==> config.mk <==
export PLATFORM = sky130hd
export DESIGN_NAME = clock_prog_ctrl
export DESIGN_NICKNAME = d
export VERILOG_FILES = /design/src/rtl/clock_prog_pkg.sv /design/src/rtl/clock_prog_phase_cnt.sv /design/src/rtl/clock_prog_ctrl.sv
export SDC_FILE = /design/constraint.sdc
export NUM_CORES = 1
export LEC_CHECK = 0
export CORE_MARGIN = 2
export CORE_UTILIZATION = 28
export DETAILED_ROUTE_END_ITERATION = 8
export GPL_ROUTABILITY_DRIVEN = 0
export PLACE_DENSITY_LB_ADDON = 0.25
export SLEW_MARGIN = 20
export SYNTH_ARGS = -nofsm -noshare
export SYNTH_HDL_FRONTEND = slang
export SYNTH_SLANG_ARGS = --single-unit
==> constraint.sdc <==
create_clock -name clk -period 3 [get_ports clk]
set_clock_uncertainty 0.2 [all_clocks]
set_input_delay 0.6 -clock clk [delete_from_list [all_inputs] [get_ports clk]]
set_output_delay 0.6 -clock clk [all_outputs]
set_load 0.02 [all_outputs]
==> src/rtl/clock_prog_pkg.sv <==
// clock_prog_pkg: shared FSM state type and constants for the programmable clock controller.
package clock_prog_pkg;
    typedef enum logic [1:0] {IDLE, RUN, STOPPING} state_t;
    localparam int MIN_DIV = 2;
endpackage

==> src/rtl/clock_prog_phase_cnt.sv <==
// clock_prog_phase_cnt: phase counter running 0..div-1 with wrap detect and look-ahead next value.
module clock_prog_phase_cnt #(
    parameter int CNT_W = 8
) (
    input  logic             clk,
    input  logic             reset_n,
    input  logic             clr,
    input  logic             en,
    input  logic [CNT_W-1:0] div,
    output logic [CNT_W-1:0] phase,
    output logic [CNT_W-1:0] phase_nx,
    output logic             wrap
);
    assign wrap     = en && (phase == div - 1'b1);
    assign phase_nx = clr ? '0 : (en && !wrap) ? phase + 1'b1 : '0;
    always_ff @(posedge clk or negedge reset_n)
        if (!reset_n) phase <= '0;
        else          phase <= phase_nx;
endmodule

==> src/rtl/clock_prog_ctrl.sv <==
// clock_prog_ctrl: programmable clock-enable generator with burst/continuous modes and graceful stop.
module clock_prog_ctrl
    import clock_prog_pkg::*;
#(
    parameter int CNT_W   = 8,
    parameter int BURST_W = 8
) (
    input  logic               clk,
    input  logic               reset_n,
    input  logic               cfg_valid,
    output logic               cfg_ready,
    input  logic [CNT_W-1:0]   cfg_div,
    input  logic [CNT_W-1:0]   cfg_high,
    input  logic [BURST_W-1:0] cfg_burst,
    input  logic               stop,
    output logic               clk_en,
    output logic               tick,
    output logic               busy,
    output logic               done,
    output logic [BURST_W-1:0] period_cnt
);
    state_t state, state_nx;
    logic [CNT_W-1:0] div_q, high_q, div_c, high_c, high_nx, phase, phase_nx;
    logic [BURST_W-1:0] burst_q;
    logic accept, wrap, last, busy_nx;

    // Holding ready low during the done pulse keeps back-to-back configs one cycle apart.
    assign cfg_ready = (state == IDLE) && !done;
    assign accept    = cfg_valid && cfg_ready;
    assign busy      = state != IDLE;
    assign busy_nx   = state_nx != IDLE;
    assign div_c     = (cfg_div < CNT_W'(MIN_DIV)) ? CNT_W'(MIN_DIV) : cfg_div;
    assign high_c    = (cfg_high == '0) ? CNT_W'(1) : (cfg_high >= div_c) ? div_c - 1'b1 : cfg_high;
    assign high_nx   = accept ? high_c : high_q;
    assign last      = (burst_q != '0) && (BURST_W'(period_cnt + 1'b1) == burst_q);

    clock_prog_phase_cnt #(.CNT_W(CNT_W)) u_phase (
        .clk      (clk),
        .reset_n  (reset_n),
        .clr      (accept),
        .en       (busy),
        .div      (div_q),
        .phase    (phase),
        .phase_nx (phase_nx),
        .wrap     (wrap)
    );

    // A stop arriving on a wrap ends the run there, since that period has just completed.
    always_comb begin
        state_nx = state;
        if (state == IDLE)
            state_nx = accept ? RUN : IDLE;
        else if (wrap && (state == STOPPING || stop || last))
            state_nx = IDLE;
        else if (state == RUN && stop)
            state_nx = STOPPING;
    end

    always_ff @(posedge clk or negedge reset_n)
        if (!reset_n) state <= IDLE;
        else          state <= state_nx;

    // Outputs are registered from look-ahead values so they line up with the phase register.
    always_ff @(posedge clk or negedge reset_n) begin
        if (!reset_n) begin
            div_q      <= CNT_W'(MIN_DIV);
            high_q     <= CNT_W'(1);
            burst_q    <= '0;
            period_cnt <= '0;
            clk_en     <= 1'b0;
            tick       <= 1'b0;
            done       <= 1'b0;
        end else begin
            if (accept) begin
                div_q   <= div_c;
                high_q  <= high_c;
                burst_q <= cfg_burst;
            end
            period_cnt <= accept ? '0 : wrap ? period_cnt + 1'b1 : period_cnt;
            clk_en     <= busy_nx && (phase_nx < high_nx);
            tick       <= busy_nx && (phase_nx == '0);
            done       <= busy && !busy_nx;
        end
    end
endmodule

==> impl_results.md, run 1 <==
- Vias in the first global route: 2,783
- Post-Syn Area: 0.00301 mm2
- Synth Area in Simple Gates: 0.228
- Worst-path fanout max: 4
- GRT Resource Usage Total: 0.145
- First-pass GRT wire length: 13.4 mm
- Met1 usage: 0.200
- Max VDD drop: 0.000355 V
- Layout Cells excl Fill: 576
- Delay-heaviest family, CP: compound AO/OA/AOI/OAI gates
- Drt via density: 4.74
- CTS Buf Count: 5
- CP startpoint kind: input port
- Yosys warns: 0
- Grt ovf: 0
- Largest net degree at the start of global routing: 30
- GR Util met2: 0.238
- Slew Limit Fails: 0
- Leak: 0.00193 uW
- CTS tree: built
- Synth Net Count: 397
- Worst-path cell chain: buf_6, nor4_4, nand2_4, o31ai_4, inv_2, ha_4, nor2b_1, o21ai_1, a41oi_2, buf_4, nor3_4, a21oi_2, o21a_1, ha_4, and4_4, nand4_1, o211ai_1, a211oi_2
- Area share of xor/xnor cells in the synthesized design: 0.0927
- Clk network pwr share: 0.144
- Share of power burned in registers: 0.300
- Internal power: 2270 uW
- Syn Inst Count: 350
- CTS Sinks: 45
- Compound-gate portion of the synthesized area: 0.149
- DRT iter0 DRCs: 106
- Final instance area: 0.00420 mm2
- CP max-delay cell: nor4_4
- DRT Pass-1 Iters: 4
- Placed Instance Area: 0.00395 mm2
- Maximum capacitance violations: 0
- Antenna violations before repair: 0
- CTS HTree Levels: 2
- Final wirelength: 7.77 mm
- Nets: 486
- Drt drc: 0
- Hold/Removal Path Class: in2async
- Seq/Total Area, Yosys: 0.375
- Post-synth top area share: 0.358
- Register bit total from synthesis: 45
- Synth area leader: dfrtp_1
- Vias: 2,730
- Share of cells above drive strength 1: 0.223
- Most used cell along the critical path: ha_4
- Post-DP HPWL: 6.23 mm
- Min Tclk post-route: 3.65 ns
- Count of final setup violators: 1
- Pwr per Cell Area: 919 mW/mm2
- DIE AREA: 0.0116 mm2
- Routed len/inst: 13.5 um
- Slew @ Worst Pin: 0.535 ns
- Multiplexer share of the synthesized area: 0.0245
- Top achievable clock speed: 0.274 GHz
- Worst-path clk slew: 0.09 ns
- Post-synth EDFFs: 0
- FP Rows: 37
- CP peak stage delay: 0.34 ns
- Port bufs: 40
- Largest family of logic cells by synthesized area: simple AND/OR/NAND/NOR gates
- NetSw: 1580 uW
- Antenna-violating nets left: 0
- Kind of critical path: in2reg
- Die span in y: 108 um
- Worst skew pair latency: 0.30 ns
- Asr flop ratio synth: 1.00
- Max-slew headroom: 0.643
- Sw Ratio: 0.411
- Synth-to-layout area growth: 39.5%
- GR Layer Usage met3: 0.0188
- Final worst-path setup slack: -0.652 ns
- Top Usage Layer GRT: met2
- Worst setup EP type: flip-flop
- Synth cell types: 46
- Initial core utilization: 0.290
- Mean Syn Cell Area: 8.60 um2
- Fin crit share: 1.22
- Failing checks: negative setup slack
- Final Hold Viols: 0
- WP buf/inv: 3
- Ant. Diodes: 0
- Unrepaired setup endpoints after global routing: yes
- Placeable core region: 0.0104 mm2
- Maximum buffer depth of the clock tree: 2
- Die width: 108 um
- Crit path DAT: 3.63 ns
- # IOs: 41
- Combinational group share of total power: 0.555
- WP data required: 2.97 ns
- Cells after DPL: 564
- Status: finished with violations
- Synth Area in Adders: 0.0790
- Synth area leaders: dfrtp_1 36%, ha_1 7.9%, nand2_1 6.6%
- CTS Root Cell: clkbuf_8
- Top FF cell, synth: dfrtp_1
==> per-stage QoR <==
stage	setup TNS [ns]	power, uW	util	hold slack (ns)	setup WS, ns
after CTS	-0.663	3800	0.396	0.0844	-0.663
after global placement	-4.47	3160	0.381	0.290	-1.20
final	-0.652	3860	0.405	0.0686	-0.652
after global routing	-0.887	4240	0.405	0.0990	-0.845
after floorplan	-0.629	2490	-	0.104	-0.629
after detailed placement	-5.18	3220	0.381	0.299	-1.35
==> cell type report <==
class / instances / area, um2
flip-flops and latches: 45 / 1130
multi-input cells: 268 / 1860
well taps: 136 / 170
fillers: 1096 / 6170
repair buffers: 97 / 823
clock buffers: 5 / 68.8
clock inverters: 3 / 68.8
inverters: 22 / 82.6
==> cell usage after synthesis (4+ instances only) <==
cell,number
o21ai_0,21
a21o_1,5
nor3_1,11
and2_1,4
nor4_1,5
nand2_1,53
a21oi_1,15
clkbuf_1,10
xor2_1,13
nand4_1,5
nand2b_1,6
inv_1,22
nand3_1,14
ha_1,19
dfrtp_1,43
mux2i_1,4
a31oi_1,4
nor2_1,29
o21a_1,6
xnor2_1,17
==> placed cells by master, fill, tap and decap left out, types with 4 or more instances in the layout <==
master	instances
a21oi_1	11
nand2b_1	6
nand4_1	5
xnor2_1	17
buf_4	57
and2_1	4
dfrtp_1	43
o21ai_0	20
clkbuf_8	5
nor3_1	10
a31oi_1	4
nand2_1	52
mux2i_1	4
clkdlybuf4s50_1	33
xor2_1	13
a21o_1	5
o21a_1	6
a21oi_2	4
nand3_1	14
ha_1	16
nor2_1	27
nor4_1	4
inv_1	20
==> path summary, 6_finish.rpt <==
| path | from | to | slack (ns) | cells after the start |
|---|---|---|---|---|
| max in group asynchronous | reset_n | div_q[1] | 1.78 | 2 |
| min | reset_n | high_q[1] | 0.07 | 1 |
| max | cfg_div[2] | clk_en | -0.65 | 18 |
| min in group clk | div_q[7] | div_q[7] | 0.31 | 2 |
| max reg2reg | div_q[1] | clk_en | -0.19 | 15 |
| min reg2reg | div_q[7] | div_q[7] | 0.31 | 2 |
==> layer usage <==
| layer | share of wire | vias to the layer above |
|---|---|---|
| li1 | - | 1390 |
| met1 | 0.50 | 1295 |
| met2 | 0.47 | 38 |
| met3 | 0.023 | 7 |
| met4 | 0.013 | 0 |
| met5 | 0 | - |
==> power groups by stage <==
stage	sequential, uW	clock (uW)	combinational, uW
after floorplan	1120	0	1360
after global placement	1170	0	1990
after detailed placement	1170	0	2050
after CTS	1160	575	2060
after global routing	1210	604	2430
final	1160	557	2140
==> registers in the layout, indices dropped and copies added (netlist names) <==
register,cells
period_cnt,8
state,2
u_phase.phase,8
high_q,8
div_q,8
burst_q,8
tick,1
done,1
clk_en,1
==> worst register-to-register path, cell delays in order, from the launching register on <==
cell and delay [ns]:
dfstp_2 0.54, inv_1 0.05, ha_1 0.20, xnor2_1 0.13, and4b_1 0.18, a41oi_1 0.15
nand2_1 0.11, nand3_1 0.09, nand2_1 0.20, nor2_1 0.30, ha_4 0.25, a21o_1 0.15
a21o_1 0.16, a21oi_2 0.13, o211ai_1 0.12, a211oi_2 0.16
==> kinds of logic after synthesis <==
group / Yosys count
AND/OR/NAND/NOR: 142
AO/OA/AOI/OAI: 69
flip-flops: 45
buffers and inverters: 37
XOR/XNOR: 31
adder cells (fa/ha/maj): 19
multiplexers: 7
==> what timing repair did <==
item                                   in CTS  in global routing
resized for setup                          22                 16
hold buffers                                0                  0
setup endpoints to repair                   9                  4
setup buffers                               2                  2
pin swaps                                  13                 13
endpoints found under the hold margin       0                  0
Note: power is estimated with default switching activity, not from simulation.
==> inputs of run 2 (changes only) <==
--- a/config.mk
+++ b/config.mk
@@ -9,7 +9,7 @@
 export CORE_UTILIZATION = 28
 export DETAILED_ROUTE_END_ITERATION = 8
 export GPL_ROUTABILITY_DRIVEN = 0
-export PLACE_DENSITY_LB_ADDON = 0.25
+export PLACE_DENSITY = 0.51
 export SLEW_MARGIN = 20
 export SYNTH_ARGS = -nofsm -noshare
 export SYNTH_HDL_FRONTEND = slang
==> run 2 against run 1 <==
Effect of this change:
- the flow still finishes with violations (negative setup slack)
- combinational power is essentially flat
- count of clock-buffer cells in the layout is the same
- flip-flop and latch count is the same
- global-route usage grew 0.38 points
- register-to-register slack gained 0.05 ns
- maximum frequency grew 2.8%
- highest routed layer unchanged
- largest power group unchanged
- total power shrank 3.8%
- core utilization shrank 0.54 points
==> impl_results.md, run 2 (synthesis results as in run 1) <==
- Nets: 489 (+0.62%)
- NetSw: 1590 uW (+0.19%)
- CP max-delay cell: clkdlybuf4s50_1
- Leak: 0.00191 uW (-1.1%)
- Synth-to-layout area growth: 37.6%
- CTS Root Cell: clkbuf_8
- Routed len/inst: 13.6 um (+0.67%)
- Commonest non-fill, non-tap cells in the layout: 60 x buf_4, 52 x nand2_1, 43 x dfrtp_1, 34 x clkdlybuf4s50_1, 27 x nor2_1
- Final worst-path setup slack: -0.554 ns (+0.0980 ns)
- Initial core utilization: 0.290 (unchanged)
- Die span in y: 108 um (unchanged)
- Most used cell along the critical path: ha_1
- Maximum buffer depth of the clock tree: 2 (unchanged)
- Port bufs: 40 (unchanged)
- GRT Resource Usage Total: 0.149 (+0.00379)
- CTS Sinks: 45 (unchanged)
- Final wirelength: 7.87 mm (+1.2%)
- Unrepaired setup endpoints after global routing: yes
- Worst-path fanout max: 5 (+1)
- Post-DP HPWL: 6.16 mm (-1.1%)
- Top achievable clock speed: 0.281 GHz (+2.8%)
- Drt via density: 4.69 (-1.1%)
- Kind of critical path: in2reg
- Share of power burned in registers: 0.315 (+0.015)
- Status: finished with violations
- Post-CTS Hold Buffers: 0 (unchanged)
- WP data required: 2.98 ns (about the same)
- Maximum capacitance violations: 0 (unchanged)
- Antenna violations before repair: 0 (unchanged)
- DRT Pass-1 Iters: 4 (unchanged)
- DP Worst Slack: -1.38 ns (-0.0352 ns)
- Combinational group share of total power: 0.573 (+0.018)
- CTS Buf Count: 5 (unchanged)
- Slew @ Worst Pin: 0.546 ns (+0.0109 ns)
- Placeable core region: 0.0104 mm2 (unchanged)
- Final Hold Viols: 0 (unchanged)
- Worst-path clk slew: 0.10 ns (about the same)
- Fin crit share: 1.18 (-0.0327)
- Die width: 108 um (unchanged)
- Largest net degree at the start of global routing: 30 (unchanged)
- Final core occ: 0.399 (-0.00543)
- Antenna-violating nets left: 0 (unchanged)
- Crit path DAT: 3.54 ns (-0.09 ns)
- Pwr Total: 3710 uW (-3.8%)
- CTS HTree Levels: 2 (unchanged)
- Internal power: 2120 uW (-6.5%)
- Most common cell after layout, fill and taps aside: buf_4
- Count of final setup violators: 1 (unchanged)
- Max VDD drop: 0.000264 V (-26%)
- Grt ovf: 0 (unchanged)
- Delay-heaviest family, CP: compound AO/OA/AOI/OAI gates
- DRT iter0 DRCs: 116 (+9.4%)
- Clk network pwr share: 0.112 (-0.032)
- Slew Limit Fails: 0 (unchanged)
- Worst setup EP type: flip-flop
- DIE AREA: 0.0116 mm2 (unchanged)
- Worst skew pair latency: 0.32 ns (+0.02 ns)
- Sw Ratio: 0.428 (+0.0168)
- CTS tree: built
- Worst-path cell chain: clkdlybuf4s50_1, inv_2, nand2_4, o31ai_4, inv_1, ha_1, nor2b_1, o21ai_1, a41oi_2, buf_6, nor3_2, a21oi_1, o21a_1, ha_1, and4_1, nand4_1, o211ai_1, a211oi_2
- CP startpoint kind: input port
- Hold/Removal Path Class: in2async
- Vias: 2,715 (-0.55%)
- Min Tclk post-route: 3.55 ns (-0.0980 ns)
- WP buf/inv: 4 (+1)
- Share of cells above drive strength 1: 0.223 (+0.000749)
- CP peak stage delay: 0.41 ns (+0.07 ns)
- Fill cell count: 1,078 (-1.6%)
- Ant. Diodes: 0 (unchanged)
- Pwr per Cell Area: 896 mW/mm2 (-2.4%)
- Vias in the first global route: 2,712 (-2.6%)
- Failing checks: negative setup slack
- Max-slew headroom: 0.636 (-0.00725)
- FP Rows: 37 (unchanged)
- # IOs: 41 (unchanged)
- Hold_ws: 0.0537 ns (-0.0149 ns)
- Drt drc: 0 (unchanged)
- First-pass GRT wire length: 13.6 mm (+1.4%)
## run 2: cell types whose count changed in the layout (fill, tap and decap cells not counted), sizes merged
| cell | previous run | this run |
|---|---|---|
| buf | 61 | 64 |
| bufinv | 2 | 0 |
| clkdlybuf4s50 | 33 | 34 |
| clkinvlp | 0 | 1 |
| dlymetal6s2s | 1 | 0 |
| inv | 23 | 24 |
## run 2: final timing paths
path	slack (ns)	start	depth (start not counted)	endpoint
setup / recovery	-0.55	cfg_div[6]	18	clk_en
hold / removal	0.05	reset_n	1	high_q[5]
setup reg to reg	-0.14	div_q[1]	14	clk_en
hold reg to reg	0.31	burst_q[4]	2	burst_q[4]
max in group asynchronous	1.78	reset_n	2	div_q[1]
min in group clk	0.31	burst_q[4]	2	burst_q[4]
## run 2: stage by stage
step                instance area, um2  setup TNS, ns  cells
floorplan                         3070         -0.629    350
global placement                  3930          -4.33    562
detailed placement                3930          -5.17    562
CTS                               4090         -0.639    578
global route                      4140         -0.803    579
finish                            4140         -0.554    579
## run 2: metal layers
| metal | wire [um] | vias to the layer above | global-route usage |
|---|---|---|---|
| met5 | 0 | - | 0 |
| li1 | - | 1388 | - |
| met2 | 3610 | 48 | 0.236 |
| met3 | 203 | 12 | 0.0200 |
| met1 | 3910 | 1267 | 0.208 |
| met4 | 142 | 0 | 0.0485 |
## run 2: area by class of cell
cell class / instances / area [um2] / area share
multi-input combinational: 268 / 1820 / 0.440
sequential: 45 / 1130 / 0.273
tap: 136 / 170 / 0.0411
timing repair buffer: 100 / 843 / 0.204
clock buffer: 5 / 68.8 / 0.0166
inverter: 22 / 82.6 / 0.0199
clock inverter: 3 / 25.0 / 0.00604
## run 2: what timing repair did
| item | 4_1_cts | 5_1_grt |
|---|---|---|
| gates cloned | 1 | 0 |
| pin swaps | 11 | 11 |
| setup buffers | 7 | 2 |
| setup endpoints to repair | 8 | 5 |
| gates resized for setup | 23 | 13 |
## run 2: power by group through the flow
stage,sequential (uW),combinational (uW),clock (uW)
floorplan,1120,1360,0
global placement,1180,2010,0
CTS,1170,2120,431
global route,1220,2410,455
detailed placement,1180,2050,0
finish,1170,2120,416
